`src/rtl/dispense_out_pkg.sv`:
```
`default_nettype none
// ============================================================================
// Module   : dispense_out_pkg
// Purpose  : Shared widths, state encoding and coin codes for the dispense
//            output stage.
// Revision : 1.0 - initial release
// ============================================================================
package dispense_out_pkg;

  localparam int ITEM_W = 10;
  localparam int CASH_W = 8;

  typedef enum logic [1:0] {
    IDLE = 2'd0,
    ITEM = 2'd1,
    COIN = 2'd2,
    DONE = 2'd3
  } state_t;

  localparam logic [1:0] COIN_LO  = 2'd0;
  localparam logic [1:0] COIN_MID = 2'd1;
  localparam logic [1:0] COIN_HI  = 2'd2;

endpackage
`default_nettype wire

```
`src/rtl/coin_picker.sv`:
```
`default_nettype none
// ============================================================================
// Module   : coin_picker
// Purpose  : Greedy coin selection: largest denomination not exceeding the
//            remaining change, plus a flag telling whether any coin fits.
// Revision : 1.0 - initial release
// ============================================================================
module coin_picker
  import dispense_out_pkg::*;
#(
  parameter int DENOM_HI  = 100,
  parameter int DENOM_MID = 20,
  parameter int DENOM_LO  = 5
) (
  input  logic [CASH_W-1:0] remaining,
  output logic [1:0]        coin_sel,
  output logic [CASH_W-1:0] coin_value,
  output logic              has_coin
);

  always_comb begin
    coin_sel   = COIN_LO;
    coin_value = CASH_W'(DENOM_LO);
    if (remaining >= CASH_W'(DENOM_HI)) begin
      coin_sel   = COIN_HI;
      coin_value = CASH_W'(DENOM_HI);
    end else if (remaining >= CASH_W'(DENOM_MID)) begin
      coin_sel   = COIN_MID;
      coin_value = CASH_W'(DENOM_MID);
    end
    has_coin = (remaining >= CASH_W'(DENOM_LO));
  end

endmodule
`default_nettype wire

```
`src/rtl/dispense_out_ctrl.sv`:
```
`default_nettype none
// ============================================================================
// Module   : dispense_out_ctrl
// Purpose  : Captures a dispense event, hands the item to the motor, then pays
//            change as greedy coin requests. Optional ack watchdog under the
//            ACK_TIMEOUT_EN macro (adds port ack_timeout).
// Revision : 1.0 - initial release
// ============================================================================
module dispense_out_ctrl
    import dispense_out_pkg::*;
#(
    parameter int DENOM_HI       = 100,
    parameter int DENOM_MID      = 20,
    parameter int DENOM_LO       = 5,
    parameter int TIMEOUT_CYCLES = 1024
) (
    input  logic              clk,
    input  logic              rstn,
    input  logic              item_dispense_valid,
    input  logic [ITEM_W-1:0] item_dispense,
    input  logic [CASH_W-1:0] currency_change,
    output logic              busy,
    output logic              item_out_valid,
    output logic [ITEM_W-1:0] item_out,
    input  logic              item_out_ack,
    output logic              coin_req,
    output logic [1:0]        coin_sel,
    input  logic              coin_ack,
    output logic              done,
    output logic [CASH_W-1:0] change_short,
`ifdef ACK_TIMEOUT_EN
    output logic              ack_timeout,
`endif
    output logic              overrun
);

    state_t            r_state;
    logic [CASH_W-1:0] r_remaining;
    logic [1:0]        w_sel;
    logic [CASH_W-1:0] w_value;
    logic              w_has_coin;

`ifdef ACK_TIMEOUT_EN
    localparam int CNT_W = $clog2(TIMEOUT_CYCLES + 1);
    localparam logic [CNT_W-1:0] C_CNT_LAST = CNT_W'(TIMEOUT_CYCLES - 1);
    logic [CNT_W-1:0] r_wait_cnt;
`endif

    coin_picker #(
        .DENOM_HI  (DENOM_HI),
        .DENOM_MID (DENOM_MID),
        .DENOM_LO  (DENOM_LO)
    ) u_coin_picker (
        .remaining  (r_remaining),
        .coin_sel   (w_sel),
        .coin_value (w_value),
        .has_coin   (w_has_coin)
    );

    // done is raised on the edge that enters DONE, so the DONE cycle is the
    // pulse cycle; an event arriving then is not in IDLE and counts as overrun.
    always_ff @(posedge clk) begin
        if (!rstn) begin
            r_state        <= IDLE;
            r_remaining    <= '0;
            busy           <= 1'b0;
            item_out_valid <= 1'b0;
            item_out       <= '0;
            coin_req       <= 1'b0;
            coin_sel       <= COIN_LO;
            done           <= 1'b0;
            change_short   <= '0;
            overrun        <= 1'b0;
`ifdef ACK_TIMEOUT_EN
            ack_timeout    <= 1'b0;
            r_wait_cnt     <= '0;
`endif
        end else begin
            done <= 1'b0;
`ifdef ACK_TIMEOUT_EN
            ack_timeout <= 1'b0;
`endif
            if (item_dispense_valid && (r_state != IDLE)) begin
                overrun <= 1'b1;
            end

            case (r_state)
                IDLE: begin
                    if (item_dispense_valid) begin
                        item_out       <= item_dispense;
                        r_remaining    <= currency_change;
                        change_short   <= '0;
                        item_out_valid <= 1'b1;
                        busy           <= 1'b1;
                        r_state        <= ITEM;
`ifdef ACK_TIMEOUT_EN
                        r_wait_cnt     <= '0;
`endif
                    end
                end

                ITEM: begin
                    if (item_out_ack) begin
                        item_out_valid <= 1'b0;
`ifdef ACK_TIMEOUT_EN
                        r_wait_cnt     <= '0;
`endif
                        if (w_has_coin) begin
                            r_state <= COIN;
                        end else begin
                            r_state      <= DONE;
                            done         <= 1'b1;
                            busy         <= 1'b0;
                            change_short <= r_remaining;
                        end
                    end
`ifdef ACK_TIMEOUT_EN
                    else if (r_wait_cnt == C_CNT_LAST) begin
                        item_out_valid <= 1'b0;
                        r_state        <= DONE;
                        done           <= 1'b1;
                        ack_timeout    <= 1'b1;
                        busy           <= 1'b0;
                        change_short   <= r_remaining;
                    end else begin
                        r_wait_cnt <= r_wait_cnt + CNT_W'(1);
                    end
`endif
                end

                COIN: begin
                    if (!coin_req) begin
                        // Request phase: always at least one idle cycle after each ack.
                        if (w_has_coin) begin
                            coin_req <= 1'b1;
                            coin_sel <= w_sel;
`ifdef ACK_TIMEOUT_EN
                            r_wait_cnt <= '0;
`endif
                        end else begin
                            r_state      <= DONE;
                            done         <= 1'b1;
                            busy         <= 1'b0;
                            change_short <= r_remaining;
                        end
                    end else if (coin_ack) begin
                        coin_req    <= 1'b0;
                        r_remaining <= r_remaining - w_value;
`ifdef ACK_TIMEOUT_EN
                        r_wait_cnt  <= '0;
`endif
                    end
`ifdef ACK_TIMEOUT_EN
                    else if (r_wait_cnt == C_CNT_LAST) begin
                        coin_req     <= 1'b0;
                        r_state      <= DONE;
                        done         <= 1'b1;
                        ack_timeout  <= 1'b1;
                        busy         <= 1'b0;
                        change_short <= r_remaining;
                    end else begin
                        r_wait_cnt <= r_wait_cnt + CNT_W'(1);
                    end
`endif
                end

                DONE: begin
                    r_state <= IDLE;
                end

                default: begin
                    r_state <= IDLE;
                end
            endcase
        end
    end

endmodule
`default_nettype wire

```
`config.mk`:
```
export PLATFORM = sky130hd
export DESIGN_NAME = dispense_out_ctrl
export DESIGN_NICKNAME = d
export VERILOG_FILES = /design/src/rtl/dispense_out_pkg.sv /design/src/rtl/coin_picker.sv /design/src/rtl/dispense_out_ctrl.sv
export SDC_FILE = /design/constraint.sdc
export NUM_CORES = 1
export LEC_CHECK = 0
export ABC_AREA = 1
export BUFFER_PORTS_ARGS = -buffer_cell sky130_fd_sc_hd__buf_2
export CAP_MARGIN = 20
export CORE_MARGIN = 8
export CORE_UTILIZATION = 51
export CTS_CLUSTER_SIZE = 12
export DETAILED_ROUTE_END_ITERATION = 8
export PLACE_DENSITY = 0.83
export SLEW_MARGIN = 5
export SYNTH_ARGS = -nofsm -noshare
export SYNTH_HDL_FRONTEND = slang
export SYNTH_HIERARCHICAL = 1
export SYNTH_SLANG_ARGS = --single-unit
export TNS_END_PERCENT = 5
```
`constraint.sdc`:
```
create_clock -name clk -period 2.2 [get_ports clk]
set_input_delay 0.44 -clock clk [delete_from_list [all_inputs] [get_ports clk]]
set_output_delay 0.44 -clock clk [all_outputs]
set_load 0.05 [all_outputs]
```
==> results.json, run 1 <==
{
  "outcome": "finished clean",
  "cp_max_fo": 5,
  "clkTransAtPathRegs_ns": 0.08,
  "antenna_found_initial": 0,
  "fin_nets": 361,
  "finalHoldWorstSlack_ns": 0.384,
  "clockBufferDepth": 2,
  "dieWidth_um": 77.8,
  "synth_edf_count": 0,
  "drive_gt1_share_pct": 23.0,
  "first_pass_iters": 4,
  "fin_crit_sh_pct": 89.7,
  "area_growth_pct": 19.4,
  "post-place-ws_ns": 0.226,
  "postSynthCellCount": 277,
  "core_um2": 3660,
  "min_period_ns": 1.97,
  "fillCellCount": 341,
  "grt_max_degree": 19,
  "synth_warnings": 6,
  "path_delay_family": "simple AND/OR/NAND/NOR gates",
  "ff_latch_area_um2": 701,
  "multi_input_area_um2": 1030,
  "power_density_nw_per_um2": 1600,
  "worstPathCellList": "nor2_2, nand2_1, nor2_2, ha_1, inv_1, fa_1, nand2_1, nand2_1, nand3b_1, nand2_1, nand2_1, nand3_1, nand2_1, a21oi_1",
  "final_area_um2": 2320,
  "cts_buffers": 5,
  "final_cells": 374,
  "portBuffers": 47,
  "ys_types": 32,
  "fin_skew_ns": 0.00788,
  "clock_sinks": 35,
  "die_h_um": 77.8,
  "grt_overflow": 0,
  "critPathCaptureType": "register",
  "drc": 0,
  "fin_tns_setup_ns": 0,
  "utilization_pct": 63.4,
  "p_leak_nw": 1.18,
  "rows": 22,
  "drv_slew": 0,
  "rsz0062_at_grt": "no",
  "finalSetupViolCount": 0,
  "netlist_area_um2": 1950,
  "synth_area_per_cell_um2": 7.02,
  "critPathArrivalTime_ns": 2.15,
  "clkLatencyLatePin_ns": 0.29,
  "ioPinCount": 48,
  "post-place-cells": 366,
  "post_cts_buffers": 0,
  "p_total_mw": 3.73,
  "vias_per_cell": 4.99,
  "grt_first_pass_wirelength_mm": 7.91,
  "wire_per_inst_um": 12.2,
  "cts_tree": "built",
  "worstPathRequired_ns": 2.38,
  "dp_hpwl_mm": 3.56,
  "synth_seq_cells": 35,
  "final_cell_mix": "nand2_1 (56), buf_2 (47), nor2_1 (36)",
  "finalHoldViolations": 0,
  "wirelength_mm": 4.58,
  "dieArea_um2": 6050,
  "vias": 1866,
  "place_area_um2": 2210,
  "htree_levels": 2,
  "yosys_most_used_dff": "dfxtp_1",
  "async_reset_ff_share_pct": 0,
  "crit_type": "register to register",
  "holdCritPathClass": "input pin to register",
  "critPathBufInv": 1,
  "antenna_cells": 0,
  "track_usage_pct": 15.7,
  "start_util_pct": 53.1,
  "cts_root_buffer": "clkbuf_8",
  "cpPeakStageDelay_ns": 0.39,
  "synth_seq_area_share_pct": 36.0,
  "setup_slack_ns": 0.227,
  "max-cap-violations": 0,
  "place_congestion": 0.855,
  "fmax_mhz": 507,
  "cpMostUsedCell": "nand2_1",
  "mostFrequentLayoutCell": "nand2_1",
  "vdd_drop_max_mv": 0.722,
  "ant_nets": 0,
  "grt_pass1_vias": 1781,
  "slowest_stage": "fa_1",
  "start_kind": "register",
  "drt_iter0_drc": 103
}
## worst paths after layout
kind | from | cells after the start | slack (ns) | to
hold reg to reg | change_short[6] | 2 | 0.47 | change_short[6]
hold / removal | item_out_ack | 2 | 0.38 | item_out_valid
setup reg to reg | r_remaining[5] | 14 | 0.23 | r_remaining[6]
setup / recovery | r_remaining[5] | 14 | 0.23 | r_remaining[6]
## kinds of logic (layout without fill, tap and decap cells)
group	count (synthesis)	count (layout)	share of synthesized area (%)
AOI/OAI and AO/OA	54	54	14.7
DFF	35	35	36.0
adders and majority gates	13	13	8.75
buffers and inverters	49	96	11.3
other	2	4	0.386
and+or+nand+nor	121	121	27.6
xor gates and xnor gates	3	3	1.35
## power by group
part           total [mW]  switching (mW)  internal (mW)
registers           0.966           0.147          0.819
logic                2.17            1.46          0.711
clock network       0.588           0.245          0.343
total                3.73            1.85           1.87
## what timing repair did
item	CTS	global route
hold endpoints to repair	0	0
hold buffers	0	0
endpoints found under the setup margin	0	1
gates resized for setup	0	0
## worst register-to-register path, cell delays in order, from the launching register on
cell,delay (ns)
dfxtp_1,0.36
nor2_2,0.13
nand2_1,0.07
nor2_2,0.14
ha_1,0.17
inv_1,0.06
fa_1,0.39
nand2_1,0.08
nand2_1,0.08
nand3b_1,0.11
nand2_1,0.06
nand2_1,0.06
nand3_1,0.06
nand2_1,0.06
a21oi_1,0.05
## synth_stat cells (2+ instances only)
master | count | area, µm²
clkbuf_1 | 4 | 15.0
nand4_1 | 3 | 18.8
nand3_1 | 9 | 45.0
o21ai_0 | 22 | 110
conb_1 | 2 | 7.51
nor2_2 | 6 | 37.5
nor2_1 | 36 | 135
xor2_1 | 2 | 17.5
inv_1 | 34 | 128
nand2_2 | 4 | 25.0
ha_1 | 12 | 150
buf_4 | 7 | 52.6
nand2_1 | 56 | 210
nand3b_1 | 3 | 22.5
a21oi_1 | 26 | 130
dfxtp_1 | 35 | 701
## registers in the layout, indices dropped and copies added (netlist names)
| signal | cells |
|---|---|
| busy | 1 |
| change_short | 8 |
| coin_req | 1 |
| coin_sel | 2 |
| done | 1 |
| item_out | 10 |
| item_out_valid | 1 |
| overrun | 1 |
| r_remaining | 8 |
| r_state | 2 |
## final cells by class
class | instances | share of cell area (%)
timing repair buffer | 53 | 12.1
multi-input combinational | 195 | 44.5
clock inverter | 3 | 2.05
tap | 48 | 2.59
inverter | 35 | 5.66
sequential | 35 | 30.2
clock buffer | 5 | 2.96
## per-layer routing
| metal | wire length, µm | vias to the layer above | track usage, % |
|---|---|---|---|
| met1 | 2080 | 840 | 18.2 |
| met5 | 0 | - | 0 |
| li1 | - | 965 | - |
| met3 | 298 | 6 | 4.49 |
| met2 | 2110 | 55 | 26.1 |
| met4 | 87 | 0 | 7.17 |
(Power assumes the default switching activity.)
==> run 2: changes to the inputs <==
- ABC_AREA: 1 -> unset
==> run 2 against run 1 <==
  * The flow now finishes with violations (negative setup slack)
  * Count of clock-buffer cells in the layout up 1
  * Setup slack got worse by 0.31 ns
  * Flip-flop and latch count unchanged
  * Register-to-register slack got worse by 0.31 ns
  * Critical path depth fell by 4
  * Routed wire length increased by 9.2%
  * Non-clock buffer count grew 11
  * Clock skew down 0.0043 ns
  * Sequential share of layout area shrank 1.8 points
==> results.json, run 2 <==
{
  "yosysMostFrequentCell": "dfxtp_1",
  "cts_root_buffer": "clkbuf_8",
  "synth_common_cells": "dfxtp_1 (35), nand2_1 (34), a21boi_0 (14)",
  "finalHoldViolations": 0,
  "min_from": "item_dispense[7]",
  "drive_gt1_share_pct": 29.3,
  "fillCellCount": 322,
  "slowest_stage": "nor4b_1",
  "grt_pass1_vias": 1774,
  "antenna_cells": 0,
  "r2r-start": "r_remaining[7]",
  "dp_hpwl_mm": 3.68,
  "finalSetupViolCount": 3,
  "setup_slack_ns": -0.0793,
  "ff_latch_area_um2": 704,
  "largest_register": "item_out",
  "drv_slew": 0,
  "area_growth_pct": 25.2,
  "antenna_found_initial": 0,
  "outcome": "complete, but fails checks",
  "fin_crit_sh_pct": 104,
  "rows": 22,
  "top_regs": "item_out: 10 flops, change_short: 8 flops, r_remaining: 8 flops",
  "start_util_pct": 53.7,
  "rsz0062_at_grt": "yes",
  "cp-startpoint": "r_remaining[7]",
  "multi_input_area_um2": 1210,
  "ys_types": 50,
  "synth_seq_area_share_pct": 35.4,
  "core_um2": 3690,
  "htree_levels": 2,
  "mostFrequentLayoutCell": "buf_2",
  "violations": "negative setup slack",
  "place_area_um2": 2290,
  "fin_nets": 326,
  "synth_edf_count": 0,
  "final_cell_mix": "buf_2 (47), nand2_1 (34), dfxtp_1 (34)",
  "power_density_nw_per_um2": 1560,
  "clock_sinks": 35,
  "ioPinCount": 48,
  "portBuffers": 47,
  "fin_skew_ns": 0.00354,
  "track_usage_pct": 15.7,
  "clkTransAtPathRegs_ns": 0.07,
  "grt_overflow": 0,
  "synth_area_per_cell_um2": 8.57,
  "yosysTopAreaCell": "dfxtp_1",
  "start_kind": "register",
  "clockBufferDepth": 2,
  "synth_area_leaders": "dfxtp_1 (35%), ha_1 (7.6%), nand2_1 (6.4%), a21boi_0 (5.3%), a22o_1 (3.5%)",
  "utilization_pct": 67.2,
  "critPathArrivalTime_ns": 2.49,
  "vias": 1863,
  "grt_first_pass_wirelength_mm": 7.94,
  "dieArea_um2": 6130,
  "synth.top_cell.area_share_pct": 35.4,
  "cts_tree": "built",
  "wire_per_inst_um": 14.8,
  "wirelength_mm": 5.00,
  "async_reset_ff_share_pct": 0,
  "postSynthCellCount": 231,
  "worstPathRequired_ns": 2.41,
  "place_congestion": 0.964,
  "cpPeakStageDelay_ns": 0.37,
  "cts_buffers": 5,
  "crit_type": "register to register",
  "fin_tns_setup_ns": -0.124,
  "final_area_um2": 2480,
  "p_leak_nw": 1.14,
  "clkLatencyLatePin_ns": 0.28,
  "first_pass_iters": 4,
  "synth_seq_cells": 35,
  "synth_warnings": 6,
  "fmax_mhz": 439,
  "drc": 0,
  "critPathCaptureType": "register",
  "vdd_drop_max_mv": 0.835,
  "worstPathCellList": "buf_6, nor4_4, a2bb2oi_2, inv_2, ha_4, buf_4, a31oi_4, nor4b_1, a21oi_1, a31oi_1",
  "vias_per_cell": 5.51,
  "netlist_area_um2": 1980,
  "drt_iter0_drc": 87,
  "ctsHoldBuffers": 0,
  "min_period_ns": 2.28,
  "yosys_most_used_dff": "dfxtp_1",
  "dieWidth_um": 78.3,
  "max-cap-violations": 0,
  "ant_nets": 0,
  "largest_reg_flops": 10,
  "cp_max_fo": 5,
  "grt_max_degree": 19,
  "holdCritPathClass": "input pin to register",
  "die_h_um": 78.3
}
==> run 2: cell count changes after synthesis, sizes merged, moves of 4 or more <==
cell,before,now
nand2b,0,4
a21boi,0,14
a31oi,1,7
nor2b,0,7
a21oi,26,11
inv,34,13
o21ai,23,12
o21a,0,5
a22o,0,8
nor2,42,8
nand2,60,34
and2,0,4
nand3,10,3
==> run 2: cell families after synthesis <==
family | count (synthesis) | share of synthesized area, %
AOI/OAI and AO/OA | 75 | 26.8
xor gates and xnor gates | 2 | 0.885
adders and majority gates | 13 | 8.59
buffers and inverters | 27 | 6.57
DFF | 35 | 35.4
muxes | 3 | 1.52
other | 2 | 0.379
and+or+nand+nor | 74 | 19.8
==> run 2: path summary, 6_finish.rpt <==
kind / end / slack (ns) / cells after the start
max: r_remaining[6] / -0.08 / 10
min: item_out[7] / 0.40 / 3
max reg2reg: r_remaining[6] / -0.08 / 10
min reg2reg: item_out[4] / 0.46 / 2
==> run 2: what timing repair did <==
action,CTS,global route
gates cloned,0,0
resized for setup,4,12
pin swaps,2,7
buffers inserted,1,4
setup endpoints to repair,4,4
==> run 2: stage by stage <==
stage	hold WS, ns	std cells	power [mW]	worst slack [ns]
final	0.401	338	3.87	-0.0793
after global routing	0.409	338	4.15	-0.167
after CTS	0.400	334	3.65	-0.00959
after detailed placement	0.453	326	3.08	-0.126
after global placement	0.442	326	3.03	-0.0123
after floorplan	0.491	233	2.58	0.00964
==> run 2: final cells by class <==
cell class,instances,area share [%]
Timing Repair Buffer,64,14.8
Sequential cell,35,28.4
Tap cell,48,2.42
Clock inverter,1,0.202
Clock buffer,6,3.33
Inverter,13,1.97
Multi-Input combinational cell,171,48.9
==> run 2: critical path, delay by kind of cell, from the launching register on <==
kind	cells	cell delay (ns)
flip-flops	1	0.36
AO/OA/AOI/OAI	4	0.55
AND/OR/NAND/NOR	2	0.69
adder cells (fa/ha/maj)	1	0.29
buffers and inverters	3	0.33
==> run 2: metal layers <==
metal  wire, µm  track usage [%]  vias to the layer above
met5          0                0                        -
met4         80             6.11                        0
met3        304             4.67                       11
li1           -                -                      930
met2       2430             27.4                       50
met1       2180             17.4                      872
==> run 2: where the power goes <==
group / internal (mW) / leakage, nW / switching, mW / total, mW
sequential: 0.798 / 0.287 / 0.151 / 0.948
combinational: 1.04 / 0.801 / 1.42 / 2.46
clock: 0.245 / 0.0470 / 0.220 / 0.465
==> run 3: changes to the inputs <==
- CORE_MARGIN: 8 -> 2
==> run 3 against run 2 <==
  * The flow still finishes with violations (negative setup slack)
  * Die area down 28%
  * Setup slack better by 0.069 ns
  * Sequential power up 1%
  * First-iteration DRC count down 3.4%
  * Clock skew up 0.0021 ns
  * Non-clock buffer count unchanged
  * Combinational power up 2%
  * Clock power up 24%
  * Register-to-register slack better by 0.07 ns
  * Largest power group unchanged
==> results.json, run 3 (synthesis gave the netlist of run 2 again) <==
{
  "final_area_um2": 2540,
  "cts_tree": "built",
  "rows": 22,
  "fin_skew_ns": 0.00562,
  "portBuffers": 47,
  "largest_reg_flops": 10,
  "track_usage_pct": 22.7,
  "holdCritPathClass": "input pin to register",
  "grt_overflow": 0,
  "clock_sinks": 35,
  "dieArea_um2": 4400,
  "power_density_nw_per_um2": 1590,
  "violations": "negative setup slack",
  "grt_first_pass_wirelength_mm": 7.58,
  "worstPathRequired_ns": 2.37,
  "vias": 1863,
  "critPathCaptureType": "register",
  "cp_max_fo": 4,
  "drv_slew": 0,
  "drc": 0,
  "ctsHoldBuffers": 0,
  "p_sw_share_pct": 45.4,
  "area_growth_pct": 28.2,
  "multi_input_area_um2": 1250,
  "antenna_found_initial": 0,
  "post-place-ws_ns": -0.171,
  "wirelength_mm": 4.86,
  "ant_nets": 0,
  "fin_nets": 326,
  "drt_iter0_drc": 84,
  "clkTransAtPathRegs_ns": 0.07,
  "post-place-cells": 327,
  "p_comb_share_pct": 61.9,
  "dieWidth_um": 66.3,
  "largest_register": "item_out",
  "htree_levels": 2,
  "fmax_mhz": 452,
  "final_cells": 339,
  "start_util_pct": 53.7,
  "clockPowerShare_pct": 14.3,
  "place_congestion": 0.895,
  "die_h_um": 66.3,
  "setup_slack_ns": -0.0108,
  "core_um2": 3690,
  "top_regs": "item_out: 10 flops, change_short: 8 flops, r_remaining: 8 flops",
  "ioPinCount": 48,
  "grt_pass1_vias": 1667,
  "cts_root_buffer": "clkbuf_8",
  "clkLatencyLatePin_ns": 0.29,
  "cts_buffers": 5,
  "rsz0062_at_grt": "yes",
  "seq_power_share_pct": 23.8,
  "max-cap-violations": 0,
  "mostFrequentLayoutCell": "buf_2",
  "finalHoldViolations": 0,
  "grt_max_degree": 22,
  "p_int_mw": 2.21,
  "vdd_drop_max_mv": 0.714,
  "critPathArrivalTime_ns": 2.38,
  "antenna_cells": 0,
  "min_period_ns": 2.21,
  "drive_gt1_share_pct": 32.6,
  "crit_type": "register to register",
  "fin_crit_sh_pct": 100,
  "clockBufferDepth": 2,
  "dp_hpwl_mm": 3.52,
  "fillCellCount": 311,
  "outcome": "complete, but fails checks",
  "start_kind": "register",
  "finalSetupViolCount": 1,
  "p_sw_mw": 1.83,
  "first_pass_iters": 4,
  "fin_tns_setup_ns": -0.0108,
  "ff_latch_area_um2": 709,
  "p_leak_nw": 1.15,
  "place_area_um2": 2300,
  "wire_per_inst_um": 14.3,
  "vias_per_cell": 5.50,
  "final_cell_mix": "buf_2 (47), nand2_1 (34), dfxtp_1 (30)"
}
## run 3: cell type report
type / instances / area share [%]
Inverter: 13 / 1.92
Tap cell: 48 / 2.36
Clock buffer: 5 / 2.71
Timing Repair Buffer: 64 / 14.3
Sequential cell: 35 / 27.9
Multi-Input combinational cell: 171 / 49.1
Clock inverter: 3 / 1.72
## run 3: final timing paths
path	to	cells after the start	slack (ns)	start
worst max-delay path	r_remaining[4]	9	-0.01	r_remaining[5]
worst min-delay path	item_out[0]	3	0.40	item_dispense[0]
worst max register to register	r_remaining[4]	9	-0.01	r_remaining[5]
worst min register to register	item_out[7]	2	0.46	item_out[7]
## run 3: metal layers
metal / vias to the layer above / track usage (%) / wire length, µm
li1: 927 / - / -
met1: 877 / 26.3 / 2070
met2: 50 / 40.9 / 2500
met3: 9 / 6.64 / 226
met4: 0 / 5.36 / 67
met5: - / 0 / 0
## run 3: per-stage QoR
| stage | hold WS (ns) | util (%) | power, mW |
|---|---|---|---|
| 2_1_floorplan | 0.491 | - | 2.58 |
| 3_3_place_gp | 0.442 | 62.3 | 3.06 |
| 3_5_place_dp | 0.450 | 62.3 | 3.12 |
| 4_1_cts | 0.394 | 66.4 | 3.79 |
| 5_1_grt | 0.394 | 68.9 | 4.33 |
| 6_report | 0.398 | 68.9 | 4.04 |
## run 3: worst max-delay path, stage by stage, from the launching register on
cell     delay [ns]
dfxtp_4        0.36
nor3_4         0.23
and2_4         0.19
ha_4           0.13
inv_2          0.04
fa_2           0.37
a21o_1         0.23
a211o_1        0.31
a31oi_1        0.16
a21oi_1        0.08
## run 3: repair_timing
item,in CTS,in global routing
pin swaps,1,8
resized for setup,8,17
endpoints found under the setup margin,4,4
buffers inserted,1,3
## run 3: power by group through the flow
stage | Sequential, mW | Combinational (mW) | Clock, mW
after global placement | 0.942 | 2.12 | 0
after floorplan | 1.21 | 1.37 | 0
after global routing | 0.985 | 2.72 | 0.619
after detailed placement | 0.948 | 2.17 | 0
after CTS | 0.940 | 2.26 | 0.583
final | 0.961 | 2.50 | 0.578
